--- config.mk ---
export PLATFORM = sky130hd
export DESIGN_NAME = axi_write_arbiter_flat
export DESIGN_NICKNAME = d
export VERILOG_FILES = /design/src/rtl/axi_ic_pkg.sv /design/src/rtl/axi_write_arbiter_if.sv /design/src/rtl/axi_write_arbiter.sv /design/src/flat_wrapper.sv
export SDC_FILE = /design/constraint.sdc
export NUM_CORES = 1
export LEC_CHECK = 0
export ABC_CLOCK_PERIOD_IN_PS = 5100
export BUFFER_PORTS_ARGS = -buffer_cell sky130_fd_sc_hd__buf_2
export CAP_MARGIN = 10
export CORE_ASPECT_RATIO = 0.9
export CORE_MARGIN = 3
export CORE_UTILIZATION = 35
export CTS_BUF_LIST = sky130_fd_sc_hd__clkbuf_8
export DETAILED_ROUTE_END_ITERATION = 12
export REMOVE_ABC_BUFFERS = 1
export SKIP_CTS_REPAIR_TIMING = 1
export SYNTH_ARGS = -nofsm -noshare
export SYNTH_HDL_FRONTEND = slang
export SYNTH_SLANG_ARGS = --single-unit
--- constraint.sdc ---
create_clock -name ACLK -period 5.1 [get_ports ACLK]
set_input_delay 0.765 -clock ACLK [delete_from_list [all_inputs] [get_ports ACLK]]
set_output_delay 0.765 -clock ACLK [all_outputs]
set_load 0.03 [all_outputs]
--- src/rtl/axi_ic_pkg.sv ---
// Shared types and widths for the AXI interconnect arbiters (write and read side).
package axi_ic_pkg;

    localparam int unsigned AXI_LEN_W  = 8;
    localparam int unsigned BEAT_CNT_W = 9;

    typedef enum logic [1:0] {
        W_IDLE,
        W_BURST,
        W_RESP
    } warb_state_t;

endpackage

--- src/rtl/axi_write_arbiter_if.sv ---
// Handshake and grant bundle seen by the write-path arbiter.
//   m0_AWVALID/m1_AWVALID : raw write requests from the two masters
//   s_AWVALID, m_AWREADY, s_AWLEN : muxed AW handshake and burst length
//   s_WVALID, s_WLAST, m_WREADY   : muxed W handshake
//   m_BVALID, s_BREADY            : muxed B handshake
//   m0_wgrnt, m1_wgrnt, wbusy, wlen_err : arbiter outputs
// slave modport: the arbiter. master modport: whatever drives the bus side.
interface axi_write_arbiter_if;
    import axi_ic_pkg::*;

    logic                 m0_AWVALID;
    logic                 m1_AWVALID;
    logic                 s_AWVALID;
    logic                 m_AWREADY;
    logic [AXI_LEN_W-1:0] s_AWLEN;
    logic                 s_WVALID;
    logic                 s_WLAST;
    logic                 m_WREADY;
    logic                 m_BVALID;
    logic                 s_BREADY;
    logic                 m0_wgrnt;
    logic                 m1_wgrnt;
    logic                 wbusy;
    logic                 wlen_err;

    modport slave (
        input  m0_AWVALID, m1_AWVALID,
        input  s_AWVALID, m_AWREADY, s_AWLEN,
        input  s_WVALID, s_WLAST, m_WREADY,
        input  m_BVALID, s_BREADY,
        output m0_wgrnt, m1_wgrnt, wbusy, wlen_err
    );

    modport master (
        output m0_AWVALID, m1_AWVALID,
        output s_AWVALID, m_AWREADY, s_AWLEN,
        output s_WVALID, s_WLAST, m_WREADY,
        output m_BVALID, s_BREADY,
        input  m0_wgrnt, m1_wgrnt, wbusy, wlen_err
    );

endinterface

--- src/rtl/axi_write_arbiter.sv ---
// Two-master arbiter/sequencer for the shared AXI4 write path.
// Grants one master from AW request through the B handshake, inserts one idle
// cycle between grants, and pulses wlen_err when the W beat count of a burst
// differs from AWLEN+1.
// Ports:
//   ACLK   : clock
//   ARESET : synchronous active-high reset
//   bus    : axi_write_arbiter_if.slave (requests, muxed handshakes, grants)
module axi_write_arbiter
    import axi_ic_pkg::*;
#(
    parameter bit ROUND_ROBIN = 1'b1,
    parameter bit FIRST_PRIO  = 1'b0
) (
    input logic               ACLK,
    input logic               ARESET,
    axi_write_arbiter_if.slave bus
);

    // Winner index (0 = m0, 1 = m1) among the current requesters.
    function automatic logic pick_owner(input logic req0, input logic req1, input logic last);
        logic win;
        win = 1'b0;
        if (req0 && req1) begin
            win = ROUND_ROBIN ? ~last : 1'b0;
        end else if (req1) begin
            win = 1'b1;
        end
        return win;
    endfunction

    warb_state_t           state_q, state_d;
    logic                  owner_q, owner_d;
    logic                  last_owner_q, last_owner_d;
    logic                  aw_done_q, aw_done_d;
    logic                  w_done_q, w_done_d;
    logic [BEAT_CNT_W-1:0] beat_cnt_q, beat_cnt_d;
    logic [AXI_LEN_W-1:0]  len_q, len_d;
    logic                  m0_grnt_q, m0_grnt_d;
    logic                  m1_grnt_q, m1_grnt_d;
    logic                  wbusy_q, wbusy_d;
    logic                  wlen_err_q, wlen_err_d;

    logic                  aw_fire;
    logic                  w_fire;
    logic                  b_fire;
    logic                  win;
    logic [BEAT_CNT_W-1:0] beat_inc;

    assign aw_fire  = bus.s_AWVALID & bus.m_AWREADY;
    assign w_fire   = bus.s_WVALID & bus.m_WREADY;
    assign b_fire   = bus.m_BVALID & bus.s_BREADY;
    assign win      = pick_owner(bus.m0_AWVALID, bus.m1_AWVALID, last_owner_q);
    // Beat counter saturates rather than wrapping on runaway bursts.
    assign beat_inc = (beat_cnt_q == {BEAT_CNT_W{1'b1}}) ? beat_cnt_q
                                                         : beat_cnt_q + BEAT_CNT_W'(1);

    // Next-state and next-output logic.
    always_comb begin
        state_d      = state_q;
        owner_d      = owner_q;
        last_owner_d = last_owner_q;
        aw_done_d    = aw_done_q;
        w_done_d     = w_done_q;
        beat_cnt_d   = beat_cnt_q;
        len_d        = len_q;
        m0_grnt_d    = m0_grnt_q;
        m1_grnt_d    = m1_grnt_q;
        wlen_err_d   = 1'b0;

        unique case (state_q)
            W_IDLE: begin
                m0_grnt_d = 1'b0;
                m1_grnt_d = 1'b0;
                if (bus.m0_AWVALID || bus.m1_AWVALID) begin
                    state_d    = W_BURST;
                    owner_d    = win;
                    m0_grnt_d  = ~win;
                    m1_grnt_d  = win;
                    aw_done_d  = 1'b0;
                    w_done_d   = 1'b0;
                    beat_cnt_d = '0;
                end
            end

            W_BURST: begin
                if (aw_fire && !aw_done_q) begin
                    len_d     = bus.s_AWLEN;
                    aw_done_d = 1'b1;
                end
                // Beats after WLAST are not counted; the final count stays frozen.
                if (w_fire && !w_done_q) begin
                    beat_cnt_d = beat_inc;
                    if (bus.s_WLAST) begin
                        w_done_d = 1'b1;
                    end
                end
                if (aw_done_d && w_done_d) begin
                    state_d    = W_RESP;
                    wlen_err_d = (beat_cnt_d != (BEAT_CNT_W'(len_d) + BEAT_CNT_W'(1)));
                end
            end

            W_RESP: begin
                if (b_fire) begin
                    state_d      = W_IDLE;
                    last_owner_d = owner_q;
                    m0_grnt_d    = 1'b0;
                    m1_grnt_d    = 1'b0;
                end
            end

            default: begin
                state_d   = W_IDLE;
                m0_grnt_d = 1'b0;
                m1_grnt_d = 1'b0;
            end
        endcase

        wbusy_d = m0_grnt_d | m1_grnt_d;
    end

    // State and output registers.
    always_ff @(posedge ACLK) begin
        if (ARESET) begin
            state_q      <= W_IDLE;
            owner_q      <= 1'b0;
            last_owner_q <= ~FIRST_PRIO;
            aw_done_q    <= 1'b0;
            w_done_q     <= 1'b0;
            beat_cnt_q   <= '0;
            len_q        <= '0;
            m0_grnt_q    <= 1'b0;
            m1_grnt_q    <= 1'b0;
            wbusy_q      <= 1'b0;
            wlen_err_q   <= 1'b0;
        end else begin
            state_q      <= state_d;
            owner_q      <= owner_d;
            last_owner_q <= last_owner_d;
            aw_done_q    <= aw_done_d;
            w_done_q     <= w_done_d;
            beat_cnt_q   <= beat_cnt_d;
            len_q        <= len_d;
            m0_grnt_q    <= m0_grnt_d;
            m1_grnt_q    <= m1_grnt_d;
            wbusy_q      <= wbusy_d;
            wlen_err_q   <= wlen_err_d;
        end
    end

    assign bus.m0_wgrnt = m0_grnt_q;
    assign bus.m1_wgrnt = m1_grnt_q;
    assign bus.wbusy    = wbusy_q;
    assign bus.wlen_err = wlen_err_q;

endmodule

--- src/flat_wrapper.sv ---
// flat-port wrapper written by rule: the top's interface ports become plain ports
module axi_write_arbiter_flat import axi_ic_pkg::*;
#(
    parameter bit ROUND_ROBIN = 1'b1,
    parameter bit FIRST_PRIO  = 1'b0
)
  (ACLK, ARESET, bus_m0_AWVALID, bus_m1_AWVALID, bus_s_AWVALID, bus_m_AWREADY, bus_s_AWLEN, bus_s_WVALID, bus_s_WLAST, bus_m_WREADY, bus_m_BVALID, bus_s_BREADY, bus_m0_wgrnt, bus_m1_wgrnt, bus_wbusy, bus_wlen_err);
  axi_write_arbiter_if bus_i ();
  input logic ACLK;
  input logic ARESET;
  input wire logic [$bits(bus_i.m0_AWVALID)-1:0] bus_m0_AWVALID;
  input wire logic [$bits(bus_i.m1_AWVALID)-1:0] bus_m1_AWVALID;
  input wire logic [$bits(bus_i.s_AWVALID)-1:0] bus_s_AWVALID;
  input wire logic [$bits(bus_i.m_AWREADY)-1:0] bus_m_AWREADY;
  input wire logic [$bits(bus_i.s_AWLEN)-1:0] bus_s_AWLEN;
  input wire logic [$bits(bus_i.s_WVALID)-1:0] bus_s_WVALID;
  input wire logic [$bits(bus_i.s_WLAST)-1:0] bus_s_WLAST;
  input wire logic [$bits(bus_i.m_WREADY)-1:0] bus_m_WREADY;
  input wire logic [$bits(bus_i.m_BVALID)-1:0] bus_m_BVALID;
  input wire logic [$bits(bus_i.s_BREADY)-1:0] bus_s_BREADY;
  output wire logic [$bits(bus_i.m0_wgrnt)-1:0] bus_m0_wgrnt;
  output wire logic [$bits(bus_i.m1_wgrnt)-1:0] bus_m1_wgrnt;
  output wire logic [$bits(bus_i.wbusy)-1:0] bus_wbusy;
  output wire logic [$bits(bus_i.wlen_err)-1:0] bus_wlen_err;
  assign bus_i.m0_AWVALID = bus_m0_AWVALID;
  assign bus_i.m1_AWVALID = bus_m1_AWVALID;
  assign bus_i.s_AWVALID = bus_s_AWVALID;
  assign bus_i.m_AWREADY = bus_m_AWREADY;
  assign bus_i.s_AWLEN = bus_s_AWLEN;
  assign bus_i.s_WVALID = bus_s_WVALID;
  assign bus_i.s_WLAST = bus_s_WLAST;
  assign bus_i.m_WREADY = bus_m_WREADY;
  assign bus_i.m_BVALID = bus_m_BVALID;
  assign bus_i.s_BREADY = bus_s_BREADY;
  assign bus_m0_wgrnt = bus_i.m0_wgrnt;
  assign bus_m1_wgrnt = bus_i.m1_wgrnt;
  assign bus_wbusy = bus_i.wbusy;
  assign bus_wlen_err = bus_i.wlen_err;
  axi_write_arbiter #(.ROUND_ROBIN(ROUND_ROBIN), .FIRST_PRIO(FIRST_PRIO)) u_core (.ACLK(ACLK), .ARESET(ARESET), .bus(bus_i));
endmodule
==> metrics.md, run 1 <==
| Metric | Value |
|---|---|
| Number of non-filler instances in the completed layout | 306 |
| Beginning of the worst register-to-register path | u_core.aw_done_q |
| Worst hold endpoint | u_core.len_q[1] |
| Final estimated routing congestion in global placement | 0.884 |
| Minimum setup slack after placement | 1.83 ns |
| Sort of element at the end of the critical path | register |
| Cell with the most instances on the worst path | sky130_fd_sc_hd__xnor2_1 |
| Count of cell types in the netlist | 45 |
| Fraction of power consumed by the clock network | 29.6% |
| Detailed Place HPWL | 3150 um |
| Cts bufs inserted | 3 |
| Flop-to-flop setup slack | 2.34 ns |
| DR pass1 iterations | 4 |
| Cell with the biggest individual delay on the critical path | sky130_fd_sc_hd__and3b_1 |
| Fraction of power consumed by combinational cells | 18.0% |
| Count of flip-flops with a built-in enable after synthesis | 0 |
| Highest clock rate | 336 MHz |
| Largest cells by area after synthesis | sky130_fd_sc_hd__dfxtp_1 (31%), sky130_fd_sc_hd__xnor2_1 (8.1%), sky130_fd_sc_hd__nand2_1 (8.0%) |
| Maximum number of pins on one net before global-route repair | 22 |
| Number of global-route vias before repair | 1447 |
| Instance count of the mapped netlist | 227 |
| Final period util | 58.3% |
| Most common cell in the synthesized netlist | sky130_fd_sc_hd__nand2_1 |
| Power Dens Cells | 224 nW/um^2 |
| Num ports | 23 |
| Ranking of synthesized cells by instance count | sky130_fd_sc_hd__nand2_1 (37), sky130_fd_sc_hd__dfxtp_1 (27), sky130_fd_sc_hd__nor2_1 (23) |
| # clock sinks | 27 |
| Port bufs | 22 |
| Netlist area before placement | 1740 um^2 |
| Lkg Pwr | 0.706 nW |
| Post-Synthesis Mean Instance Area | 7.67 um^2 |
| R2R depth | 11 |
| Hold path startpoint | u_core.len_q[1] |
| Unrepaired setup endpoints after global routing | no |
| Die W | 80.3 um |
| Detail-routed via count per cell | 5.26 |
| Area of all placed cells without fillers | 1930 um^2 |
| Final core utilization | 41.7% |
| Library cell with the largest summed area after synthesis | sky130_fd_sc_hd__dfxtp_1 |
| Ratio of cells with drive above 1 in the final layout | 13.1% |
| CP Data Required Time | 5.27 ns |
| Post-synthesis register bit count | 27 |
| Clock-pin slew on the worst setup and hold paths | 0.10 ns |
| WP depth | 12 |
| Layout fillers | 490 |
| Cell chosen for the clock root | sky130_fd_sc_hd__clkbuf_8 |
| Peak supply drop | 0.152 mV |
| Total routing resource utilization after global routing | 15.1% |
| Die area | 5860 um^2 |
| Clock skew after layout | 0.00729 ns |
| DP Cell Count | 302 |
| Starting Density | 37.6% |
| Fin Setup TNS | 0 ns |
| Crit-path leading delay family | simple AND/OR/NAND/NOR gates |
| Number of buffer and inverter instances along the worst setup path | 2 |
| Int Power | 0.304 mW |
| Dominant synthesized flop cell | sky130_fd_sc_hd__dfxtp_1 |
| Switching power share of the total | 29.7% |
| Worst Slack Setup Final | 2.13 ns |
| Layout net count | 266 |
| Worst-Margin Slew | 1.03 ns |
| Endpoint of the most critical register-to-register path | u_core.bus.wlen_err |
| Fraction of the yosys area taken by sequential cells | 31.1% |
| Setup Crit Path Kind | in2reg |
| First-pass GRT wire length | 6920 um |
| Worst hold slack | 0.496 ns |
| Worst-path maximum fanout | 17 |
| Initial antenna violation count | 0 |
| Setup violation total in the final timing report | 0 |
| Detail Route Antenna Nets | 0 |
| Endpoint arrival time on the critical path | 3.14 ns |
| Final antenna diode count | 0 |
| Critical path cell sequence | buf_2 -> and3b_1 -> mux2i_1 -> inv_1 -> ha_1 -> nand3_1 -> xnor2_1 -> mux2i_1 -> xnor2_1 -> xnor2_1 -> nor4_1 -> a31oi_1 |
| Standard cell core area | 4630 um^2 |
| Net switching component of the power | 0.128 mW |
| Routed length per instance | 13.5 um |
| Tmin final | 2.97 ns |
| Count of H-tree levels built during CTS | 1 |
| Die extent in y | 72.9 um |
| Register share of total power | 52.4% |
| Share of flip-flops with an asynchronous set or reset | 0% |
| Reported max-cap violation count | 0 |
| Source-to-sink clock delay at the later pin of the worst-skew pair | 0.28 ns |
| Overall via count from detail_route | 1610 |
| Worst hold path cell count | 2 |
| Num rows | 23 |
| Hold Fails Final Rpt | 0 |
| Type of origin of the critical path | input pin |
| TritonCTS clock tree | built |
| Worst hold-check path type | reg2reg |
| Top-area cell type share of the netlist area | 31.1% |
| Total Wirelength | 4140 um |
| Number of buffers on the longest clock path | 2 |
| Slew margin rel. | 31.0% |
| Post-layout power | 0.432 mW |
| DR DRC count | 0 |
| Result of the run | completed |
| Yosys warns | 0 |
| Largest stage delay, worst path | 0.59 ns |
| Initial drt markers | 125 |
| Standard cell area after detailed placement | 1880 um^2 |
| P&R area growth vs syn | 11.0% |
| Count of final max-slew check failures | 0 |
| Congestion Overflow GR | 0 |
[how the worst max path moves through the flow]
| stage | startpoint | slack [ns] | endpoint |
|---|---|---|---|
| final | bus_s_AWVALID | 2.13 | u_core.bus.wlen_err |
| after global routing | bus_s_AWVALID | 1.91 | u_core.bus.wlen_err |
| after CTS | bus_s_AWVALID | 2.13 | u_core.bus.wlen_err |
| after detailed placement | bus_s_AWVALID | 1.83 | u_core.bus.wlen_err |
| after global placement | bus_s_AWVALID | 1.89 | u_core.bus.wlen_err |
| after floorplan | bus_s_AWVALID | 2.25 | u_core.bus.wlen_err |
[power groups by stage]
stage / Sequential, mW / Combinational [mW] / Clock, mW
2_1_floorplan: 0.233 / 0.0473 / 0
3_3_place_gp: 0.231 / 0.0774 / 0
3_5_place_dp: 0.231 / 0.0774 / 0
4_1_cts: 0.226 / 0.0782 / 0.132
5_1_grt: 0.228 / 0.0878 / 0.143
6_report: 0.226 / 0.0776 / 0.128
[cell usage in the layout (no fill, tap or decap), types with 4 or more instances in the layout]
cell type and count:
sky130_fd_sc_hd__nor3_1 6, sky130_fd_sc_hd__a21oi_1 17, sky130_fd_sc_hd__xnor2_1 16, sky130_fd_sc_hd__nor2_1 23, sky130_fd_sc_hd__a211oi_1 4, sky130_fd_sc_hd__nand2_1 37
sky130_fd_sc_hd__dfxtp_1 27, sky130_fd_sc_hd__buf_2 22, sky130_fd_sc_hd__mux2i_1 6, sky130_fd_sc_hd__a31oi_1 5, sky130_fd_sc_hd__nand4_1 4, sky130_fd_sc_hd__inv_1 5
sky130_fd_sc_hd__nand3_1 11, sky130_fd_sc_hd__o21ai_0 14, sky130_fd_sc_hd__and3_1 4
[worst register-to-register path: stages (launching register included)]
cell	delay, ns
sky130_fd_sc_hd__dfxtp_1	0.34
sky130_fd_sc_hd__and3b_1	0.64
sky130_fd_sc_hd__mux2i_1	0.39
sky130_fd_sc_hd__inv_1	0.08
sky130_fd_sc_hd__ha_1	0.23
sky130_fd_sc_hd__nand3_1	0.11
sky130_fd_sc_hd__xnor2_1	0.11
sky130_fd_sc_hd__mux2i_1	0.10
sky130_fd_sc_hd__xnor2_1	0.17
sky130_fd_sc_hd__xnor2_1	0.13
sky130_fd_sc_hd__nor4_1	0.25
sky130_fd_sc_hd__a31oi_1	0.11
[flip-flops by register name (all words and copies together) (netlist names)]
name	flops
u_core.aw_done_q	1
u_core.beat_cnt_q	9
u_core.bus.m0_wgrnt	1
u_core.bus.m1_wgrnt	1
u_core.bus.wbusy	1
u_core.bus.wlen_err	1
u_core.last_owner_q	1
u_core.len_q	8
u_core.owner_q	1
u_core.state_q	2
u_core.w_done_q	1
[per-layer routing]
layer	GRT usage (%)	vias up	wire [um]	share of wire [%]
met3	3.21	2	171	4.1
li1	-	847	-	-
met5	0	-	0	0
met2	23.3	28	1870	45
met4	2.81	0	24	0.58
met1	21.7	733	2080	50
[kinds of logic (layout without fill, tap and decap cells)]
family	Yosys count	count (layout)	share of synthesized area, %
AOI/OAI and AO/OA	57	57	22.1
DFF	27	27	31.1
buffers and inverters	14	31	3.67
and+or+nand+nor	101	101	27.8
xor gates and xnor gates	19	19	9.56
adders and majority gates	2	2	1.44
muxes	7	7	4.31
[area by class of cell]
| class | instances | area [um^2] | area share (%) |
|---|---|---|---|
| clock buffers | 3 | 41.3 | 2.14 |
| clock inverters | 1 | 7.51 | 0.389 |
| inverters | 5 | 18.8 | 0.972 |
| multi-input cells | 186 | 1140 | 58.8 |
| flip-flops and latches | 27 | 541 | 28.0 |
| well taps | 62 | 77.6 | 4.02 |
| repair buffers | 22 | 110 | 5.70 |
Note: power is estimated with default switching activity, not from simulation.
==> run 2: changes to the inputs <==
- ABC_CLOCK_PERIOD_IN_PS: 5100 -> 2960
- clock period: 5.1 -> 2.96 ns (I/O delays scaled with it)
==> run 2 against run 1 <==
  * Routed wire length rose by 1.1%
  * Final cell count is 0.98% higher
  * Die area stayed put
  * Total power increased by 74%
  * Highest routed layer unchanged
==> metrics.md, run 2 (synthesized netlist as in run 1, its figures left out) <==
| Metric | Value |
|---|---|
| Number of global-route vias before repair | 1529 |
| Routed length per instance | 13.5 um |
| Worst-path maximum fanout | 16 |
| Die W | 80.3 um |
| Cts bufs inserted | 3 |
| Most frequent cells in the layout | sky130_fd_sc_hd__nand2_1 (37), sky130_fd_sc_hd__dfxtp_1 (27), sky130_fd_sc_hd__nor2_1 (23), sky130_fd_sc_hd__buf_2 (22), sky130_fd_sc_hd__a21oi_1 (17) |
| Slew margin rel. | 43.1% |
| Detail Route Antenna Nets | 0 |
| Worst hold-check path type | in2reg |
| Post-layout power | 0.752 mW |
| M1 WL | 2040 um |
| Cell with the most instances on the worst path | sky130_fd_sc_hd__nand2_1 |
| Cell with the biggest individual delay on the critical path | sky130_fd_sc_hd__dfxtp_1 |
| First-pass GRT wire length | 7220 um |
| Initial drt markers | 140 |
| Final core utilization | 42.2% |
| Largest stage delay, worst path | 0.34 ns |
| DP Cell Count | 305 |
| Peak supply drop | 0.218 mV |
| Routed length on met2 | 1860 um |
| Flip-flop count of the largest register after layout | 9 |
| CP Data Required Time | 3.13 ns |
| Maximum number of pins on one net before global-route repair | 22 |
| Unrepaired setup endpoints after global routing | no |
| Sort of element at the end of the critical path | register |
| Final period util | 80.8% |
| Number of non-filler instances in the completed layout | 309 |
| Final estimated routing congestion in global placement | 0.882 |
| Cell chosen for the clock root | sky130_fd_sc_hd__clkbuf_8 |
| Worst-Margin Slew | 0.847 ns |
| Source-to-sink clock delay at the later pin of the worst-skew pair | 0.28 ns |
| Type of origin of the critical path | register |
| Ratio of cells with drive above 1 in the final layout | 14.2% |
| Lkg Pwr | 0.725 nW |
| Reported max-cap violation count | 0 |
| TritonCTS clock tree | built |
| P&R area growth vs syn | 12.4% |
| Detail-routed via count per cell | 5.40 |
| Highest metal layer used by the detailed router | met4 |
| Die area | 5860 um^2 |
| Highest clock rate | 418 MHz |
| Fin Setup TNS | 0 ns |
| Initial antenna violation count | 0 |
| Setup Crit Path Kind | reg2reg |
| Endpoint arrival time on the critical path | 2.56 ns |
| Port bufs | 22 |
| Critical path cell sequence | and3b_1 -> buf_4 -> nand2_1 -> nand2_1 -> ha_1 -> inv_1 -> a221oi_2 -> xnor2_1 -> a221o_1 -> nor4_1 -> a31oi_1 |
| Final antenna diode count | 0 |
| Total Wirelength | 4190 um |
| Tmin final | 2.39 ns |
| Count of H-tree levels built during CTS | 1 |
| Biggest registers after layout | u_core.beat_cnt_q x9, u_core.len_q x8, u_core.state_q x2 |
| Power Dens Cells | 385 nW/um^2 |
| Clock skew after layout | 0.00366 ns |
| Layout net count | 269 |
| Result of the run | completed |
| Hold Fails Final Rpt | 0 |
| Detail Route met3 WL | 263 um |
| Standard cell core area | 4630 um^2 |
| Num ports | 23 |
| Count of final max-slew check failures | 0 |
| Detailed Place HPWL | 3200 um |
| Clock-pin slew on the worst setup and hold paths | 0.10 ns |
| Register ranked first by flip-flop count | u_core.beat_cnt_q |
| Crit-path leading delay family | simple AND/OR/NAND/NOR gates |
| Most frequent standard cell in the layout excluding fill and tap cells | sky130_fd_sc_hd__nand2_1 |
| Overall via count from detail_route | 1668 |
| Starting Density | 37.6% |
| Total routing resource utilization after global routing | 15.5% |
| # clock sinks | 27 |
| Setup violation total in the final timing report | 0 |
| DR DRC count | 0 |
| Num rows | 23 |
| Worst hold slack | 0.429 ns |
| Die extent in y | 72.9 um |
| Congestion Overflow GR | 0 |
| Number of buffer and inverter instances along the worst setup path | 2 |
| Number of buffers on the longest clock path | 2 |
| DR pass1 iterations | 4 |
run 2: cell count changes in the layout (fill, tap and decap cells not counted), sizes merged:
cell / previous run / this run
buf: 22 / 25
clkinvlp: 1 / 0
inv: 5 / 6
run 2: tightest hold or removal path, cell delays in order:
cell and delay (ns):
sky130_fd_sc_hd__buf_2 0.12, sky130_fd_sc_hd__nand2_1 0.06, sky130_fd_sc_hd__a21oi_1 0.05
run 2: final cells by class:
cell class | count | area [um^2]
Tap cell | 62 | 77.6
Inverter | 5 | 18.8
Clock inverter | 1 | 8.76
Timing Repair Buffer | 25 | 133
Clock buffer | 3 | 41.3
Sequential cell | 27 | 541
Multi-Input combinational cell | 186 | 1140
Fill cell | 483 | 2680
run 2: stage by stage:
stage	worst slack (ns)	cell area, um^2
3_5_place_dp	0.390	1910
6_report	0.569	1960
5_1_grt	0.342	1960
4_1_cts	0.564	1960
3_3_place_gp	0.446	1910
2_1_floorplan	0.435	1700
run 2: final timing paths:
check | startpoint | to | slack (ns) | cells after the start
hold / removal | bus_s_AWLEN[4] | u_core.len_q[4] | 0.43 | 3
hold reg to reg | u_core.last_owner_q | u_core.last_owner_q | 0.50 | 1
setup / recovery | u_core.aw_done_q | u_core.bus.wlen_err | 0.57 | 11
setup reg to reg | u_core.aw_done_q | u_core.bus.wlen_err | 0.57 | 11
run 2: routing by layer:
layer | track usage [%] | vias to the layer above
li1 | - | 860
met1 | 22.1 | 765
met2 | 24.0 | 41
met3 | 4.07 | 2
met4 | 2.44 | 0
met5 | 0 | -
run 2: power by group:
part	total (mW)	switching (mW)	leakage (nW)	internal, mW
combinational	0.138	0.0835	0.479	0.0548
sequential	0.390	0.0142	0.220	0.376
clock	0.224	0.125	0.0261	0.0989
==> run 3: changes to the inputs <==
- ABC_CLOCK_PERIOD_IN_PS: 2960 -> 2400
- clock period: 2.96 -> 2.4 ns (I/O delays scaled with it)
==> run 3 against run 2 <==
  * Cell area rose by 0.70%
  * Routed wire length rose by 0.48%
  * Total power rose by 23%
  * Largest power group unchanged
  * Sequential cell count did not move
  * Non-clock buffer count rose by 2
  * Die area did not move
  * Worst setup slack got worse by 0.36 ns
  * Global-route usage rose by 0.23 points
==> metrics.md, run 3 (synthesized netlist as in run 1, its figures left out) <==
| Metric | Value |
|---|---|
| Final estimated routing congestion in global placement | 0.845 |
| Endpoint arrival time on the critical path | 2.36 ns |
| Combined flip-flop and latch cell area | 541 um^2 |
| Slew margin rel. | 66.3% |
| Clock-pin slew on the worst setup and hold paths | 0.10 ns |
| Port bufs | 22 |
| Standard cell area after detailed placement | 1920 um^2 |
| Worst hold slack | 0.353 ns |
| Die W | 80.3 um |
| Number of global-route vias before repair | 1552 |
| Hold Fails Final Rpt | 0 |
| Initial drt markers | 80 |
| Detailed Place HPWL | 3200 um |
| Most frequent cells in the layout | sky130_fd_sc_hd__nand2_1 (37), sky130_fd_sc_hd__dfxtp_1 (27), sky130_fd_sc_hd__nor2_1 (23), sky130_fd_sc_hd__buf_2 (22), sky130_fd_sc_hd__a21oi_1 (17) |
| Count of H-tree levels built during CTS | 1 |
| Type of origin of the critical path | register |
| Total routing resource utilization after global routing | 15.7% |
| Highest clock rate | 456 MHz |
| Standard cell core area | 4630 um^2 |
| Cell chosen for the clock root | sky130_fd_sc_hd__clkbuf_8 |
| Starting Density | 37.6% |
| Result of the run | completed |
| Setup violation total in the final timing report | 0 |
| Flip-flop count of the largest register after layout | 9 |
| Maximum number of pins on one net before global-route repair | 22 |
| First-pass GRT wire length | 7220 um |
| Peak supply drop | 0.262 mV |
| Register ranked first by flip-flop count | u_core.beat_cnt_q |
| Setup Crit Path Kind | reg2reg |
| Most frequent standard cell in the layout excluding fill and tap cells | sky130_fd_sc_hd__nand2_1 |
| Clock skew after layout | 0.00645 ns |
| Congestion Overflow GR | 0 |
| Biggest registers after layout | u_core.beat_cnt_q x9, u_core.len_q x8, u_core.state_q x2 |
| Layout net count | 271 |
| Number of buffers on the longest clock path | 2 |
| Total area of multi-input combinational cells | 1140 um^2 |
| Die extent in y | 72.9 um |
| Post-layout power | 0.926 mW |
| Routed length per instance | 13.5 um |
| Detail Route Antenna Nets | 0 |
| Cts bufs inserted | 3 |
| DR DRC count | 0 |
| Worst-Margin Slew | 0.501 ns |
| Tmin final | 2.19 ns |
| Total Wirelength | 4210 um |
| P&R area growth vs syn | 13.2% |
| Final antenna diode count | 0 |
| Ratio of cells with drive above 1 in the final layout | 14.9% |
| CP Data Required Time | 2.57 ns |
| Num ports | 23 |
| Worst-path maximum fanout | 4 |
| Reported max-cap violation count | 0 |
| Overall via count from detail_route | 1666 |
| Lkg Pwr | 0.732 nW |
| Fin Setup TNS | 0 ns |
| Area of all placed cells without fillers | 1970 um^2 |
| Final period util | 91.4% |
| Initial antenna violation count | 0 |
| Unrepaired setup endpoints after global routing | no |
| DR pass1 iterations | 4 |
| TritonCTS clock tree | built |
| Count of final max-slew check failures | 0 |
| Power Dens Cells | 470 nW/um^2 |
| Sort of element at the end of the critical path | register |
| Die area | 5860 um^2 |
| Detail-routed via count per cell | 5.36 |
| # clock sinks | 27 |
| Source-to-sink clock delay at the later pin of the worst-skew pair | 0.28 ns |
| Worst hold-check path type | in2reg |
| Layout fillers | 470 |
| Num rows | 23 |
run 3: changes by cell type in the layout (fill, tap and decap cells not counted), sizes merged:
cell      previous run  this run
buf                 25        27
clkinvlp             0         1
inv                  6         5
run 3: per-layer routing:
layer | share of wire, % | wire length [um] | track usage (%) | vias to the layer above
li1 | - | - | - | 860
met1 | 49 | 2080 | 21.5 | 773
met2 | 46 | 1930 | 25.8 | 31
met3 | 4.1 | 172 | 3.09 | 2
met4 | 0.59 | 25 | 3.38 | 0
met5 | 0 | 0 | 0 | -
run 3: cell type report:
cell class              instances  area share [%]
well taps                      62            3.94
inverters                       5           0.953
repair buffers                 27            7.50
flip-flops and latches         27            27.4
multi-input cells             186            57.7
clock buffers                   3            2.10
clock inverters                 1           0.381
run 3: critical path, cell delays in order (launching register included):
cell and delay (ns):
sky130_fd_sc_hd__dfxtp_1 0.34, sky130_fd_sc_hd__and3b_1 0.28, sky130_fd_sc_hd__mux2i_1 0.24, sky130_fd_sc_hd__inv_1 0.06, sky130_fd_sc_hd__ha_1 0.22, sky130_fd_sc_hd__nand3_1 0.10
sky130_fd_sc_hd__xnor2_1 0.12, sky130_fd_sc_hd__mux2i_1 0.11, sky130_fd_sc_hd__xnor2_1 0.14, sky130_fd_sc_hd__xnor2_1 0.14, sky130_fd_sc_hd__nor4_1 0.23, sky130_fd_sc_hd__a31oi_1 0.11
run 3: final timing paths:
path	startpoint	end	slack, ns	cells after the start
setup / recovery	u_core.aw_done_q	u_core.bus.wlen_err	0.21	11
hold / removal	bus_s_AWLEN[4]	u_core.len_q[4]	0.35	3
setup reg to reg	u_core.aw_done_q	u_core.bus.wlen_err	0.21	11
hold reg to reg	u_core.len_q[1]	u_core.len_q[1]	0.49	2
run 3: power breakdown:
group          internal, mW  switching, mW
logic                0.0703          0.103
clock network         0.118          0.153
registers             0.464         0.0172
total                 0.652          0.274
run 3: through the flow:
stage                     cells  util, %  setup slack (ns)
after floorplan             218        -           -0.0409
after global placement      307     41.5             0.124
after detailed placement    307     41.5             0.101
after CTS                   311     42.5             0.199
after global routing        311     42.5            0.0130
final                       311     42.5             0.207
